===== config.mk =====
export PLATFORM = sky130hd
export DESIGN_NAME = led_sched
export DESIGN_NICKNAME = d
export VERILOG_FILES = /design/src/rtl/led_pkg.sv /design/src/rtl/led_rr_arb.sv /design/src/rtl/led_sched.sv
export SDC_FILE = /design/constraint.sdc
export NUM_CORES = 1
export LEC_CHECK = 0
export ABC_AREA = 1
export CORE_MARGIN = 10
export CORE_UTILIZATION = 29
export CTS_BUF_LIST = sky130_fd_sc_hd__clkbuf_4
export DETAILED_ROUTE_END_ITERATION = 10
export GPL_TIMING_DRIVEN = 0
export PLACE_DENSITY = 0.63
export SETUP_SLACK_MARGIN = 0.05
export SLEW_MARGIN = 20
export SYNTH_ARGS = -nofsm -noshare
export SYNTH_HDL_FRONTEND = slang
export SYNTH_SLANG_ARGS = --single-unit

===== constraint.sdc =====
create_clock -name clk -period 2.25 [get_ports clk]
set_input_delay 0.45 -clock clk [delete_from_list [all_inputs] [get_ports clk]]
set_output_delay 0.45 -clock clk [all_outputs]
set_load 0.05 [all_outputs]

===== src/rtl/led_pkg.sv =====
// led_pkg: shared types and constants for the LED time-slice scheduler.
//   led_state_t  - scheduler FSM states
//   LED_W_DEF    - default LED bank width
//   DUR_W_DEF    - default duration field width (ticks)
//   cnt_width()  - bits needed for a counter running 0..n-1 (at least 1)
package led_pkg;

  typedef enum logic [1:0] {
    IDLE = 2'd0,
    SHOW = 2'd1,
    GAP  = 2'd2
  } led_state_t;

  localparam int LED_W_DEF = 4;
  localparam int DUR_W_DEF = 16;

  function automatic int cnt_width(input int n);
    return (n <= 2) ? 1 : $clog2(n);
  endfunction

endpackage


===== src/rtl/led_rr_arb.sv =====
// led_rr_arb: combinational round-robin arbiter.
//   req       in   NUM_REQ          request vector
//   rr_ptr    in   $clog2(NUM_REQ)  highest-priority index for this search
//   enable    in   1                when low, nothing is granted
//   grant     out  NUM_REQ          one-hot grant
//   grant_idx out  $clog2(NUM_REQ)  index of the granted requester
//   any       out  1                a grant was made
// The pointer register lives in the parent; this block only searches.
module led_rr_arb #(
  parameter int NUM_REQ = 4
) (
  input  logic [NUM_REQ-1:0]         req,
  input  logic [$clog2(NUM_REQ)-1:0] rr_ptr,
  input  logic                       enable,
  output logic [NUM_REQ-1:0]         grant,
  output logic [$clog2(NUM_REQ)-1:0] grant_idx,
  output logic                       any
);

  localparam int IW = $clog2(NUM_REQ);

  // cand_idx[k] is the requester k positions after rr_ptr, wrapping.
  logic [IW-1:0]      cand_idx [NUM_REQ];
  logic [NUM_REQ-1:0] cand_hit;

  genvar gi;
  generate
    for (gi = 0; gi < NUM_REQ; gi++) begin : g_cand
      logic [IW:0] sum;
      assign sum = {1'b0, rr_ptr} + (IW+1)'(gi);
      assign cand_idx[gi] = (sum >= (IW+1)'(NUM_REQ)) ?
                            IW'(sum - (IW+1)'(NUM_REQ)) : sum[IW-1:0];
      assign cand_hit[gi] = req[cand_idx[gi]];
    end
  endgenerate

  // Scan from the far end so the smallest offset from rr_ptr wins.
  always_comb begin
    grant     = '0;
    grant_idx = '0;
    any       = 1'b0;
    if (enable) begin
      for (int k = NUM_REQ - 1; k >= 0; k--) begin
        if (cand_hit[k]) begin
          any       = 1'b1;
          grant_idx = cand_idx[k];
        end
      end
    end
    if (any) grant[grant_idx] = 1'b1;
  end

endmodule


===== src/rtl/led_sched.sv =====
// led_sched: round-robin time-sliced owner of the LED bank.
//   clk, rst     clock and synchronous active-high reset
//   req_valid    per-requester request (level-held until ready)
//   req_pattern  packed LED patterns, requester i at [i*LED_W +: LED_W]
//   req_dur      packed display durations in ticks, requester i at [i*DUR_W +: DUR_W]
//   req_ready    one-hot accept strobe (combinational)
//   flush        abort the current slot and return to IDLE
//   led          registered LED drive
//   busy         high while in SHOW or GAP
//   owner        index of the last granted requester
//   done         one-cycle pulse in the last cycle of a completed SHOW slot
module led_sched
  import led_pkg::*;
#(
  parameter int NUM_REQ   = 4,
  parameter int LED_W     = LED_W_DEF,
  parameter int DUR_W     = DUR_W_DEF,
  parameter int CLK_DIV   = 10000,
  parameter int GAP_TICKS = 1
) (
  input  logic                       clk,
  input  logic                       rst,
  input  logic [NUM_REQ-1:0]         req_valid,
  input  logic [NUM_REQ*LED_W-1:0]   req_pattern,
  input  logic [NUM_REQ*DUR_W-1:0]   req_dur,
  output logic [NUM_REQ-1:0]         req_ready,
  input  logic                       flush,
  output logic [LED_W-1:0]           led,
  output logic                       busy,
  output logic [$clog2(NUM_REQ)-1:0] owner,
  output logic                       done
);

  localparam int IW = $clog2(NUM_REQ);
  localparam int PW = cnt_width(CLK_DIV);

  led_state_t       state_reg, state_next;
  logic [PW-1:0]    presc_reg, presc_next;
  logic [DUR_W-1:0] dur_reg,   dur_next;
  logic [LED_W-1:0] led_reg,   led_next;
  logic [IW-1:0]    owner_reg, owner_next;
  logic [IW-1:0]    rr_reg,    rr_next;
  logic             busy_reg,  busy_next;
  logic             done_reg,  done_next;

  // Unpack the flat request buses.
  logic [LED_W-1:0] pat_arr [NUM_REQ];
  logic [DUR_W-1:0] dur_arr [NUM_REQ];

  genvar gi;
  generate
    for (gi = 0; gi < NUM_REQ; gi++) begin : g_unpack
      assign pat_arr[gi] = req_pattern[gi*LED_W +: LED_W];
      assign dur_arr[gi] = req_dur[gi*DUR_W +: DUR_W];
    end
  endgenerate

  logic [NUM_REQ-1:0] grant;
  logic [IW-1:0]      grant_idx;
  logic               grant_any;
  logic               arb_en;

  assign arb_en = (state_reg == IDLE) && !flush && !rst;

  led_rr_arb #(.NUM_REQ(NUM_REQ)) u_arb (
    .req       (req_valid),
    .rr_ptr    (rr_reg),
    .enable    (arb_en),
    .grant     (grant),
    .grant_idx (grant_idx),
    .any       (grant_any)
  );

  assign req_ready = grant;

  logic tick;
  assign tick = (presc_reg == PW'(CLK_DIV - 1));

  always_comb begin
    state_next = state_reg;
    presc_next = presc_reg;
    dur_next   = dur_reg;
    led_next   = led_reg;
    owner_next = owner_reg;
    rr_next    = rr_reg;

    case (state_reg)
      IDLE: begin
        presc_next = '0;
        if (grant_any) begin
          state_next = SHOW;
          led_next   = pat_arr[grant_idx];
          dur_next   = (dur_arr[grant_idx] == '0) ? DUR_W'(1) : dur_arr[grant_idx];
          owner_next = grant_idx;
          rr_next    = (grant_idx == IW'(NUM_REQ - 1)) ? '0 : grant_idx + 1'b1;
        end
      end
      SHOW: begin
        presc_next = tick ? '0 : presc_reg + 1'b1;
        if (tick) begin
          if (dur_reg == DUR_W'(1)) begin
            led_next = '0;
            if (GAP_TICKS == 0) begin
              state_next = IDLE;
              dur_next   = '0;
            end else begin
              state_next = GAP;
              dur_next   = DUR_W'(GAP_TICKS);
            end
          end else begin
            dur_next = dur_reg - 1'b1;
          end
        end
      end
      GAP: begin
        presc_next = tick ? '0 : presc_reg + 1'b1;
        if (tick) begin
          if (dur_reg == DUR_W'(1)) begin
            state_next = IDLE;
            dur_next   = '0;
          end else begin
            dur_next = dur_reg - 1'b1;
          end
        end
      end
      default: begin
        state_next = IDLE;
        presc_next = '0;
        dur_next   = '0;
        led_next   = '0;
      end
    endcase

    if (flush) begin
      state_next = IDLE;
      presc_next = '0;
      dur_next   = '0;
      led_next   = '0;
    end

    busy_next = (state_next != IDLE);
    // done is registered, so raise it on the edge that enters the last
    // SHOW cycle (final count, prescaler about to reach its tick value).
    done_next = (state_next == SHOW) && (presc_next == PW'(CLK_DIV - 1)) &&
                (dur_next == DUR_W'(1));
  end

  always_ff @(posedge clk) begin
    if (rst) begin
      state_reg <= IDLE;
      presc_reg <= '0;
      dur_reg   <= '0;
      led_reg   <= '0;
      owner_reg <= '0;
      rr_reg    <= '0;
      busy_reg  <= 1'b0;
      done_reg  <= 1'b0;
    end else begin
      state_reg <= state_next;
      presc_reg <= presc_next;
      dur_reg   <= dur_next;
      led_reg   <= led_next;
      owner_reg <= owner_next;
      rr_reg    <= rr_next;
      busy_reg  <= busy_next;
      done_reg  <= done_next;
    end
  end

  assign led   = led_reg;
  assign busy  = busy_reg;
  assign owner = owner_reg;
  assign done  = done_reg;

endmodule


==> flow_results.xml, run 1 <==
<?xml version="1.0" encoding="UTF-8"?>
<metrics>
  <group name="status">
    <metric name="result_of_the_run" unit="">finished, violations left</metric>
    <metric name="violations" unit="">negative setup slack</metric>
  </group>
  <group name="detailed_routing">
    <metric name="ant_nets" unit="">0</metric>
    <metric name="finalWirelength" unit="mm">13.17</metric>
    <metric name="num_vias" unit="">4555</metric>
    <metric name="viasPerCell" unit="">4.662</metric>
    <metric name="initial_drt_pass_iterations" unit="">5</metric>
    <metric name="drt_drc_violations_left" unit="">0</metric>
    <metric name="wire_per_inst" unit="um">13.47</metric>
    <metric name="detailedRoute.firstIterationViolations" unit="">246</metric>
  </group>
  <group name="grt">
    <metric name="grt.met3_usage" unit="%">4.630</metric>
    <metric name="met1_usage" unit="%">17.88</metric>
    <metric name="first_global_vias" unit="">4343</metric>
    <metric name="grt.total_usage" unit="%">14.27</metric>
    <metric name="grt-busiest-layer" unit="">met2</metric>
    <metric name="global_route_wire_length_before_repair" unit="mm">21.47</metric>
    <metric name="grt_remaining_overflow" unit="">0</metric>
    <metric name="grt_start_max_net_pins" unit="">14</metric>
    <metric name="use_met2" unit="%">23.37</metric>
    <metric name="grt_antenna_before_repair" unit="">1</metric>
  </group>
  <group name="timing">
    <metric name="final_setup_vio_count" unit="">6</metric>
    <metric name="tightestPinTransition" unit="ns">0.5336</metric>
    <metric name="fin_tns_setup" unit="ns">-1.767</metric>
    <metric name="final_period_minus_worst_setup_slack" unit="ns">2.639</metric>
    <metric name="finalWorstSetupSlack" unit="ns">-0.3891</metric>
    <metric name="hold_viol" unit="">0</metric>
    <metric name="grt_setup_unrepaired" unit="">true</metric>
    <metric name="fmax" unit="MHz">378.9</metric>
    <metric name="timing.final.crit_share" unit="%">117.3</metric>
    <metric name="skew" unit="ns">0.02193</metric>
    <metric name="worst_slew_margin_rel" unit="%">64.32</metric>
    <metric name="finalMaxSlewViolations" unit="">0</metric>
  </group>
  <group name="cells_and_area">
    <metric name="filler_cell_count" unit="">1441</metric>
    <metric name="final_core_util" unit="%">44.21</metric>
    <metric name="finalInstanceArea" unit="sq um">5624</metric>
    <metric name="largest_register_ff_count" unit="">16</metric>
    <metric name="nets" unit="">901</metric>
    <metric name="layout.area.seq" unit="sq um">848.3</metric>
    <metric name="drive_above_1_share" unit="%">17.29</metric>
    <metric name="multiInputGateArea" unit="sq um">2560</metric>
    <metric name="syn_to_final_growth" unit="%">48.45</metric>
  </group>
  <group name="pwr">
    <metric name="worst_ir_drop_vdd" unit="mV">0.1932</metric>
    <metric name="power.density_cell_area" unit="nW/um^2">380.1</metric>
    <metric name="power.leakage" unit="nW">2.676</metric>
    <metric name="total_power" unit="mW">2.138</metric>
  </group>
  <group name="synth">
    <metric name="synthMostInstantiatedCell" unit="">sky130_fd_sc_hd__nand2_1</metric>
    <metric name="synth.distinct_cells" unit="">38</metric>
    <metric name="ys_seq_area_share" unit="%">22.19</metric>
    <metric name="synth_warnings" unit="">0</metric>
    <metric name="synth_fp_nets" unit="">773</metric>
    <metric name="async_flop_share" unit="%">0</metric>
    <metric name="netlist.top_cell.by_area" unit="">sky130_fd_sc_hd__dfxtp_1</metric>
    <metric name="average_instance_area_after_synthesis" unit="sq um">5.613</metric>
    <metric name="netlist_top_cells_area" unit="">sky130_fd_sc_hd__dfxtp_1, sky130_fd_sc_hd__nand2_1, sky130_fd_sc_hd__inv_1</metric>
    <metric name="synth-seq-cells" unit="">42</metric>
    <metric name="synth_enable_flop_cells" unit="">0</metric>
    <metric name="synth_ff_type" unit="">sky130_fd_sc_hd__dfxtp_1</metric>
    <metric name="yosys-top-cells-count" unit="">sky130_fd_sc_hd__nand2_1, sky130_fd_sc_hd__inv_1, sky130_fd_sc_hd__nor2_1</metric>
    <metric name="syn-instance-count" unit="">675</metric>
    <metric name="synth_top_area_share" unit="%">22.19</metric>
    <metric name="post_synthesis_cell_area" unit="sq um">3789</metric>
  </group>
  <group name="critical_path">
    <metric name="critical_path.reg2reg.startpoint" unit="">rr_reg[0]</metric>
    <metric name="timing.critical_path.required" unit="ns">1.80</metric>
    <metric name="critical_path_class" unit="">flop to output port</metric>
    <metric name="kind_of_start_point_of_the_critical_path" unit="">flop</metric>
    <metric name="regToRegEndpoint" unit="">done</metric>
    <metric name="worst_setup_path_startpoint" unit="">rr_reg[0]</metric>
    <metric name="timing.reg2reg.setup_slack" unit="ns">-0.21</metric>
    <metric name="cp_max_fo" unit="">5</metric>
    <metric name="reg2regPathDepth" unit="">23</metric>
    <metric name="critPathCaptureType" unit="">output port</metric>
    <metric name="critPathCapture" unit="">req_ready[0]</metric>
    <metric name="arrival" unit="ns">2.19</metric>
  </group>
  <group name="clock_network">
    <metric name="hold_buffers" unit="">0</metric>
    <metric name="cts.root.buffer_cell" unit="">sky130_fd_sc_hd__clkbuf_4</metric>
    <metric name="cts_inserted_buffers" unit="">5</metric>
    <metric name="tritoncts" unit="">built</metric>
    <metric name="tritoncts_num_sinks" unit="">42</metric>
    <metric name="clkLatencyLatePin" unit="ns">0.39</metric>
    <metric name="clock_tree.buffer_depth" unit="">2</metric>
    <metric name="htree_num_levels" unit="">2</metric>
    <metric name="cts.clk_slew.worst_paths" unit="ns">0.15</metric>
  </group>
  <group name="floorplan">
    <metric name="ioPinCount" unit="">99</metric>
    <metric name="chipWidth" unit="um">134.3</metric>
    <metric name="design.die.area" unit="sq um">18040</metric>
    <metric name="placement_rows" unit="">41</metric>
    <metric name="die_height" unit="um">134.3</metric>
    <metric name="start_util" unit="%">29.78</metric>
    <metric name="coreArea" unit="sq um">12720</metric>
  </group>
  <group name="placed_design">
    <metric name="routabilityCongestion" unit="">0.9311</metric>
    <metric name="io_buffers" unit="">98</metric>
    <metric name="postPlaceCellArea" unit="sq um">5035</metric>
    <metric name="place_hpwl" unit="mm">10.45</metric>
  </group>
  <group name="worst_hold_path">
    <metric name="hold_depth" unit="">1</metric>
    <metric name="hold_path.class" unit="">flop to flop</metric>
  </group>
  <group name="flow_run">
    <metric name="max_cap_violations" unit="">0</metric>
  </group>
</metrics>
-- timing repair --
action | 4_1_cts | 5_1_grt
pin swaps | 19 | 17
endpoints found under the setup margin | 26 | 28
gates cloned | 1 | 0
resized for setup | 89 | 60
buffers inserted | 17 | 5
-- critical path: stages, from the launching register on --
cell and delay, ns:
sky130_fd_sc_hd__dfxtp_2 0.35, sky130_fd_sc_hd__buf_6 0.13, sky130_fd_sc_hd__nand2_1 0.10, sky130_fd_sc_hd__nand2_4 0.08, sky130_fd_sc_hd__inv_4 0.06, sky130_fd_sc_hd__nand2_4 0.06
sky130_fd_sc_hd__nand3_4 0.11, sky130_fd_sc_hd__nand2_2 0.06, sky130_fd_sc_hd__nand2_2 0.08, sky130_fd_sc_hd__nand3_4 0.11, sky130_fd_sc_hd__buf_6 0.14, sky130_fd_sc_hd__buf_8 0.12
sky130_fd_sc_hd__ha_4 0.15, sky130_fd_sc_hd__inv_2 0.06, sky130_fd_sc_hd__nor2_4 0.03, sky130_fd_sc_hd__buf_8 0.15
-- layout make-up --
| cell class | instances | share of cell area, % |
|---|---|---|
| multi-input cells | 459 | 45.52 |
| repair buffers | 121 | 20.76 |
| flip-flops and latches | 42 | 15.08 |
| inverters | 150 | 10.23 |
| well taps | 172 | 3.826 |
| plain buffers | 24 | 3.493 |
| clock buffers | 6 | 0.8009 |
| clock inverters | 2 | 0.2447 |
| diodes | 1 | 0.04449 |
-- how the worst min path moves through the flow --
stage | start | endpoint | slack, ns
floorplan | presc_reg[0] | presc_reg[0] | 0.43
global placement | owner[1] | owner[1] | 0.45
detailed placement | owner[1] | owner[1] | 0.46
CTS | presc_reg[0] | presc_reg[0] | 0.44
global route | presc_reg[0] | presc_reg[0] | 0.46
finish | presc_reg[0] | presc_reg[0] | 0.43
-- power breakdown --
group | internal [mW] | switching, mW | total (mW)
combinational | 0.412 | 0.534 | 0.946
clock | 0.135 | 0.277 | 0.412
sequential | 0.763 | 0.0168 | 0.780
total | 1.31 | 0.828 | 2.14
-- metal layers --
layer / part of all wire (%) / vias up
met5: 0 / -
met4: 0.87 / 0
met3: 6.8 / 8
met2: 46 / 94
met1: 46 / 2063
li1: - / 2390
-- kinds of logic (layout without fill, tap and decap cells) --
family	after synthesis	in the layout	synth area share, %
flip-flops	42	42	22.19
other	0	1	0
XOR/XNOR	6	6	1.387
AO/OA/AOI/OAI	69	69	10.44
buffers and inverters	174	303	18.20
AND/OR/NAND/NOR	373	373	44.16
adder cells (fa/ha/maj)	11	11	3.633
-- stage by stage --
| step | hold WS [ns] | cells | worst slack (ns) |
|---|---|---|---|
| after CTS | 0.4354 | 971 | -0.4004 |
| after detailed placement | 0.4577 | 945 | -1.423 |
| after global routing | 0.4563 | 977 | -0.4861 |
| after floorplan | 0.4270 | 675 | 0.03769 |
| after global placement | 0.4480 | 945 | -1.409 |
| final | 0.4348 | 977 | -0.3891 |
-- placed cells by master (no fill, tap or decap), types with 12 or more instances in the layout --
cell type / count
sky130_fd_sc_hd__nand2_2: 18
sky130_fd_sc_hd__nand3_1: 57
sky130_fd_sc_hd__buf_4: 23
sky130_fd_sc_hd__nand4_1: 41
sky130_fd_sc_hd__dfxtp_1: 38
sky130_fd_sc_hd__nand2_1: 132
sky130_fd_sc_hd__clkdlybuf4s50_1: 89
sky130_fd_sc_hd__nor3_1: 12
sky130_fd_sc_hd__inv_1: 134
sky130_fd_sc_hd__o21ai_0: 22
sky130_fd_sc_hd__a21oi_1: 23
sky130_fd_sc_hd__nor2_1: 75
Note: power is estimated with default switching activity, not from simulation.
==> run 2: changes to the inputs <==
--- a/config.mk
+++ b/config.mk
@@ -10,6 +10,7 @@
 export CORE_UTILIZATION = 29
 export CTS_BUF_LIST = sky130_fd_sc_hd__clkbuf_4
 export DETAILED_ROUTE_END_ITERATION = 10
+export GPL_ROUTABILITY_DRIVEN = 0
 export GPL_TIMING_DRIVEN = 0
 export PLACE_DENSITY = 0.63
 export SETUP_SLACK_MARGIN = 0.05
==> results of run 2 <==
Same layout as run 1: the final DEF is identical, and so are final timing and power.
==> run 3: changes to the inputs <==
--- a/config.mk
+++ b/config.mk
@@ -5,14 +5,15 @@
 export SDC_FILE = /design/constraint.sdc
 export NUM_CORES = 1
 export LEC_CHECK = 0
-export ABC_AREA = 1
+export ABC_AREA = 0
 export CORE_MARGIN = 10
 export CORE_UTILIZATION = 29
 export CTS_BUF_LIST = sky130_fd_sc_hd__clkbuf_4
 export DETAILED_ROUTE_END_ITERATION = 10
 export GPL_ROUTABILITY_DRIVEN = 0
 export GPL_TIMING_DRIVEN = 0
-export PLACE_DENSITY = 0.63
+export MAX_ROUTING_LAYER = met4
+export PLACE_DENSITY = 0.64
 export SETUP_SLACK_MARGIN = 0.05
 export SLEW_MARGIN = 20
 export SYNTH_ARGS = -nofsm -noshare
==> run 3 against run 2 <==
Fmax fell by 18%. The flow still finishes with violations (negative setup slack). Die area decreased by 7.4%. Flip-flop and latch count is the same. Critical path depth down 5. Sequential share of layout area is 0.29 points higher. First-iteration DRC count rose by 12%. Combinational power fell by 28%. Critical path type is now flop to flop. Wire length grew 3.8%. Final cell count decreased by 28%. Total power fell by 12%. Synthesized cell count down 38%.
==> flow_results.xml, run 3 <==
<?xml version="1.0" encoding="UTF-8"?>
<metrics>
  <group name="synth">
    <metric name="synth.area.mux_share" unit="%">13.20</metric>
    <metric name="synth_top_area_share" unit="%">24.30</metric>
    <metric name="ys_seq_area_share" unit="%">24.30</metric>
    <metric name="synth-seq-cells" unit="">42</metric>
    <metric name="average_instance_area_after_synthesis" unit="sq um">8.240</metric>
    <metric name="synthSimpleGateAreaFrac" unit="%">31.78</metric>
    <metric name="combinational_family_with_the_most_area_after_synthesis" unit="">simple AND/OR/NAND/NOR gates</metric>
    <metric name="synth_ff_type" unit="">sky130_fd_sc_hd__dfxtp_1</metric>
    <metric name="async_flop_share" unit="%">0</metric>
    <metric name="synthMostInstantiatedCell" unit="">sky130_fd_sc_hd__nor2_1</metric>
    <metric name="synthXorXnorAreaFrac" unit="%">3.543</metric>
    <metric name="yosys-top-cells-count" unit="">sky130_fd_sc_hd__nor2_1, sky130_fd_sc_hd__dfxtp_1, sky130_fd_sc_hd__nand2_1</metric>
    <metric name="syn-instance-count" unit="">420</metric>
    <metric name="synth.distinct_cells" unit="">79</metric>
    <metric name="synth_adder_area_share" unit="%">4.266</metric>
    <metric name="netlist.top_cell.by_area" unit="">sky130_fd_sc_hd__dfxtp_1</metric>
    <metric name="synth_warnings" unit="">0</metric>
    <metric name="netlist_top_cells_area" unit="">sky130_fd_sc_hd__dfxtp_1, sky130_fd_sc_hd__mux2i_1, sky130_fd_sc_hd__mux4_2</metric>
    <metric name="synth_enable_flop_cells" unit="">0</metric>
    <metric name="synth-compound-area-share" unit="%">19.23</metric>
    <metric name="synth_fp_nets" unit="">518</metric>
    <metric name="post_synthesis_cell_area" unit="sq um">3461</metric>
  </group>
  <group name="clock_network">
    <metric name="htree_num_levels" unit="">2</metric>
    <metric name="clock_tree.buffer_depth" unit="">2</metric>
    <metric name="tritoncts_num_sinks" unit="">42</metric>
    <metric name="cts.root.buffer_cell" unit="">sky130_fd_sc_hd__clkbuf_4</metric>
    <metric name="cts.clk_slew.worst_paths" unit="ns">0.16</metric>
    <metric name="cts_inserted_buffers" unit="">5</metric>
    <metric name="hold_buffers" unit="">0</metric>
    <metric name="clkLatencyLatePin" unit="ns">0.38</metric>
    <metric name="tritoncts" unit="">built</metric>
  </group>
  <group name="timing">
    <metric name="fmax" unit="MHz">309.6</metric>
    <metric name="grt_setup_unrepaired" unit="">true</metric>
    <metric name="final_setup_vio_count" unit="">39</metric>
    <metric name="timing.final.crit_share" unit="%">143.5</metric>
    <metric name="fin_hold_ws" unit="ns">0.2544</metric>
    <metric name="finalWorstSetupSlack" unit="ns">-0.9798</metric>
    <metric name="worst_slew_margin_rel" unit="%">45.93</metric>
    <metric name="final_period_minus_worst_setup_slack" unit="ns">3.230</metric>
    <metric name="tightestPinTransition" unit="ns">0.8081</metric>
    <metric name="skew" unit="ns">0.01480</metric>
    <metric name="finalMaxSlewViolations" unit="">0</metric>
    <metric name="hold_viol" unit="">0</metric>
  </group>
  <group name="cells_and_area">
    <metric name="drive_above_1_share" unit="%">29.26</metric>
    <metric name="final_core_util" unit="%">48.13</metric>
    <metric name="layoutNonFillerInstCount" unit="">707</metric>
    <metric name="layout.area.seq" unit="sq um">855.8</metric>
    <metric name="multiInputGateArea" unit="sq um">2895</metric>
    <metric name="antenna_cells" unit="">0</metric>
    <metric name="nets" unit="">661</metric>
    <metric name="largest_register_ff_count" unit="">16</metric>
    <metric name="syn_to_final_growth" unit="%">60.85</metric>
    <metric name="top_library_cells_by_usage_in_the_layout_fill_and_taps_aside" unit="">sky130_fd_sc_hd__clkdlybuf4s50_1, sky130_fd_sc_hd__nor2_1, sky130_fd_sc_hd__dfxtp_1</metric>
    <metric name="layout_commonest_cell" unit="">sky130_fd_sc_hd__clkdlybuf4s50_1</metric>
    <metric name="filler_cell_count" unit="">1108</metric>
  </group>
  <group name="critical_path">
    <metric name="arrival" unit="ns">3.52</metric>
    <metric name="path_buf_inv" unit="">2</metric>
    <metric name="critPathCaptureType" unit="">flop</metric>
    <metric name="cpPeakStageDelay" unit="ns">0.58</metric>
    <metric name="crit_path_cell_trace" unit="">or4b_4 &gt; or4_4 &gt; buf_12 &gt; buf_4 &gt; o21ai_2 &gt; a21oi_1 &gt; a21oi_2 &gt; nand4_1 &gt; or4_4 &gt; a2111oi_4</metric>
    <metric name="cp_max_fo" unit="">7</metric>
    <metric name="timing.critical_path.required" unit="ns">2.54</metric>
    <metric name="critical-path-slowest-cell" unit="">sky130_fd_sc_hd__or4_4</metric>
    <metric name="path_delay_family" unit="">simple AND/OR/NAND/NOR gates</metric>
    <metric name="critical_path_class" unit="">flop to flop</metric>
    <metric name="critPathMostFrequentCell" unit="">sky130_fd_sc_hd__or4_4</metric>
    <metric name="kind_of_start_point_of_the_critical_path" unit="">flop</metric>
  </group>
  <group name="worst_hold_path">
    <metric name="hold_path.class" unit="">input port to flop</metric>
  </group>
  <group name="placed_design">
    <metric name="pre_cts_slack" unit="ns">-1.734</metric>
    <metric name="io_buffers" unit="">97</metric>
    <metric name="place_hpwl" unit="mm">10.20</metric>
    <metric name="dpl.cell_count" unit="">660</metric>
  </group>
  <group name="flow_run">
    <metric name="max_cap_violations" unit="">0</metric>
  </group>
  <group name="floorplan">
    <metric name="coreArea" unit="sq um">11560</metric>
    <metric name="die_height" unit="um">129.2</metric>
    <metric name="chipWidth" unit="um">129.2</metric>
    <metric name="ioPinCount" unit="">99</metric>
    <metric name="placement_rows" unit="">39</metric>
    <metric name="design.die.area" unit="sq um">16700</metric>
    <metric name="start_util" unit="%">29.93</metric>
  </group>
  <group name="pwr">
    <metric name="combinationalPowerShare" unit="%">36.0</metric>
    <metric name="total_power" unit="mW">1.892</metric>
    <metric name="power.density_cell_area" unit="nW/um^2">339.9</metric>
    <metric name="worst_ir_drop_vdd" unit="mV">0.1894</metric>
    <metric name="p_int" unit="mW">1.244</metric>
    <metric name="switching_share" unit="%">34.27</metric>
    <metric name="power_frac_clock" unit="%">22.9</metric>
    <metric name="power.leakage" unit="nW">2.059</metric>
    <metric name="netSwitchingPower" unit="mW">0.6484</metric>
    <metric name="power.sequential.fraction" unit="%">41.1</metric>
  </group>
  <group name="detailed_routing">
    <metric name="wire_per_inst" unit="um">19.32</metric>
    <metric name="finalWirelength" unit="mm">13.66</metric>
    <metric name="drt_drc_violations_left" unit="">0</metric>
    <metric name="detailedRoute.firstIterationViolations" unit="">275</metric>
    <metric name="num_vias" unit="">3949</metric>
    <metric name="initial_drt_pass_iterations" unit="">5</metric>
    <metric name="viasPerCell" unit="">5.586</metric>
    <metric name="ant_nets" unit="">0</metric>
  </group>
  <group name="grt">
    <metric name="first_global_vias" unit="">4022</metric>
    <metric name="grt_start_max_net_pins" unit="">16</metric>
    <metric name="grt.total_usage" unit="%">16.29</metric>
    <metric name="grt_remaining_overflow" unit="">0</metric>
    <metric name="global_route_wire_length_before_repair" unit="mm">21.20</metric>
    <metric name="grt_antenna_before_repair" unit="">0</metric>
  </group>
  <group name="status">
    <metric name="violations" unit="">negative setup slack</metric>
    <metric name="result_of_the_run" unit="">finished, violations left</metric>
  </group>
</metrics>
==> run 3: changes by cell type after synthesis, sizes merged, moves of 8 or more <==
cell / delta
nor2: -43
nand3: -50
o21ai: -9
nand4: -32
or3: +9
mux2i: +22
nand2: -124
nor2b: +14
mux4: +8
inv: -137
nor4: +21
==> run 3: path summary, 6_finish.rpt <==
| path | depth (start not counted) | slack (ns) | to | from |
|---|---|---|---|---|
| setup / recovery | 10 | -0.98 | done | presc_reg[7] |
| hold / removal | 2 | 0.25 | rr_reg[1] | rst |
| setup reg to reg | 10 | -0.98 | done | presc_reg[7] |
| hold reg to reg | 1 | 0.46 | presc_reg[0] | presc_reg[0] |
==> run 3: stage by stage <==
step,instance area [sq um],setup TNS [ns]
after CTS,5405,-10.46
after global placement,4826,-27.51
after detailed placement,4826,-28.71
after floorplan,3676,-2.591
final,5567,-10.61
after global routing,5567,-13.49
==> run 3: cell families (layout without fill, tap and decap cells) <==
family,count (synthesis),count (layout)
buffers and inverters,30,174
and+or+nand+nor,196,196
xor gates and xnor gates,14,14
muxes,35,35
adders and majority gates,12,12
AOI/OAI and AO/OA,91,91
DFF,42,42
==> run 3: power groups by stage <==
stage          clock network [mW]  registers, mW  logic (mW)
6_report                    0.432          0.778       0.682
5_1_grt                     0.466          0.781       0.724
4_1_cts                     0.433          0.777       0.651
3_5_place_dp                    0          0.792       0.584
3_3_place_gp                    0          0.791       0.575
2_1_floorplan                   0          0.803       0.306
==> run 3: cell type report <==
class,count,area share (%)
plain buffers,18,3.282
multi-input cells,348,52.01
clock inverters,3,0.4495
repair buffers,136,23.92
well taps,143,3.214
inverters,12,1.079
clock buffers,5,0.6743
flip-flops and latches,42,15.37
==> run 3: worst reg2reg max path: stages (launching register included) <==
cell	delay (ns)
sky130_fd_sc_hd__dfxtp_2	0.37
sky130_fd_sc_hd__or4b_4	0.54
sky130_fd_sc_hd__or4_4	0.49
sky130_fd_sc_hd__buf_12	0.16
sky130_fd_sc_hd__buf_4	0.17
sky130_fd_sc_hd__o21ai_2	0.13
sky130_fd_sc_hd__a21oi_1	0.08
sky130_fd_sc_hd__a21oi_2	0.16
sky130_fd_sc_hd__nand4_1	0.14
sky130_fd_sc_hd__or4_4	0.58
sky130_fd_sc_hd__a2111oi_4	0.32
==> run 3: per-layer routing <==
layer  GRT usage [%]  wire (um)  vias to the layer above
li1                -          -                     1885
met1           20.87       6142                     1912
met2           25.97       6470                      127
met3           2.569        751                       25
met4           4.615        298                        0
met5               -          0                        -
==> run 3: timing repair <==
action,CTS,global route
buffers inserted,30,12
pin swaps,24,21
setup endpoints to repair,40,42
resized for setup,100,32
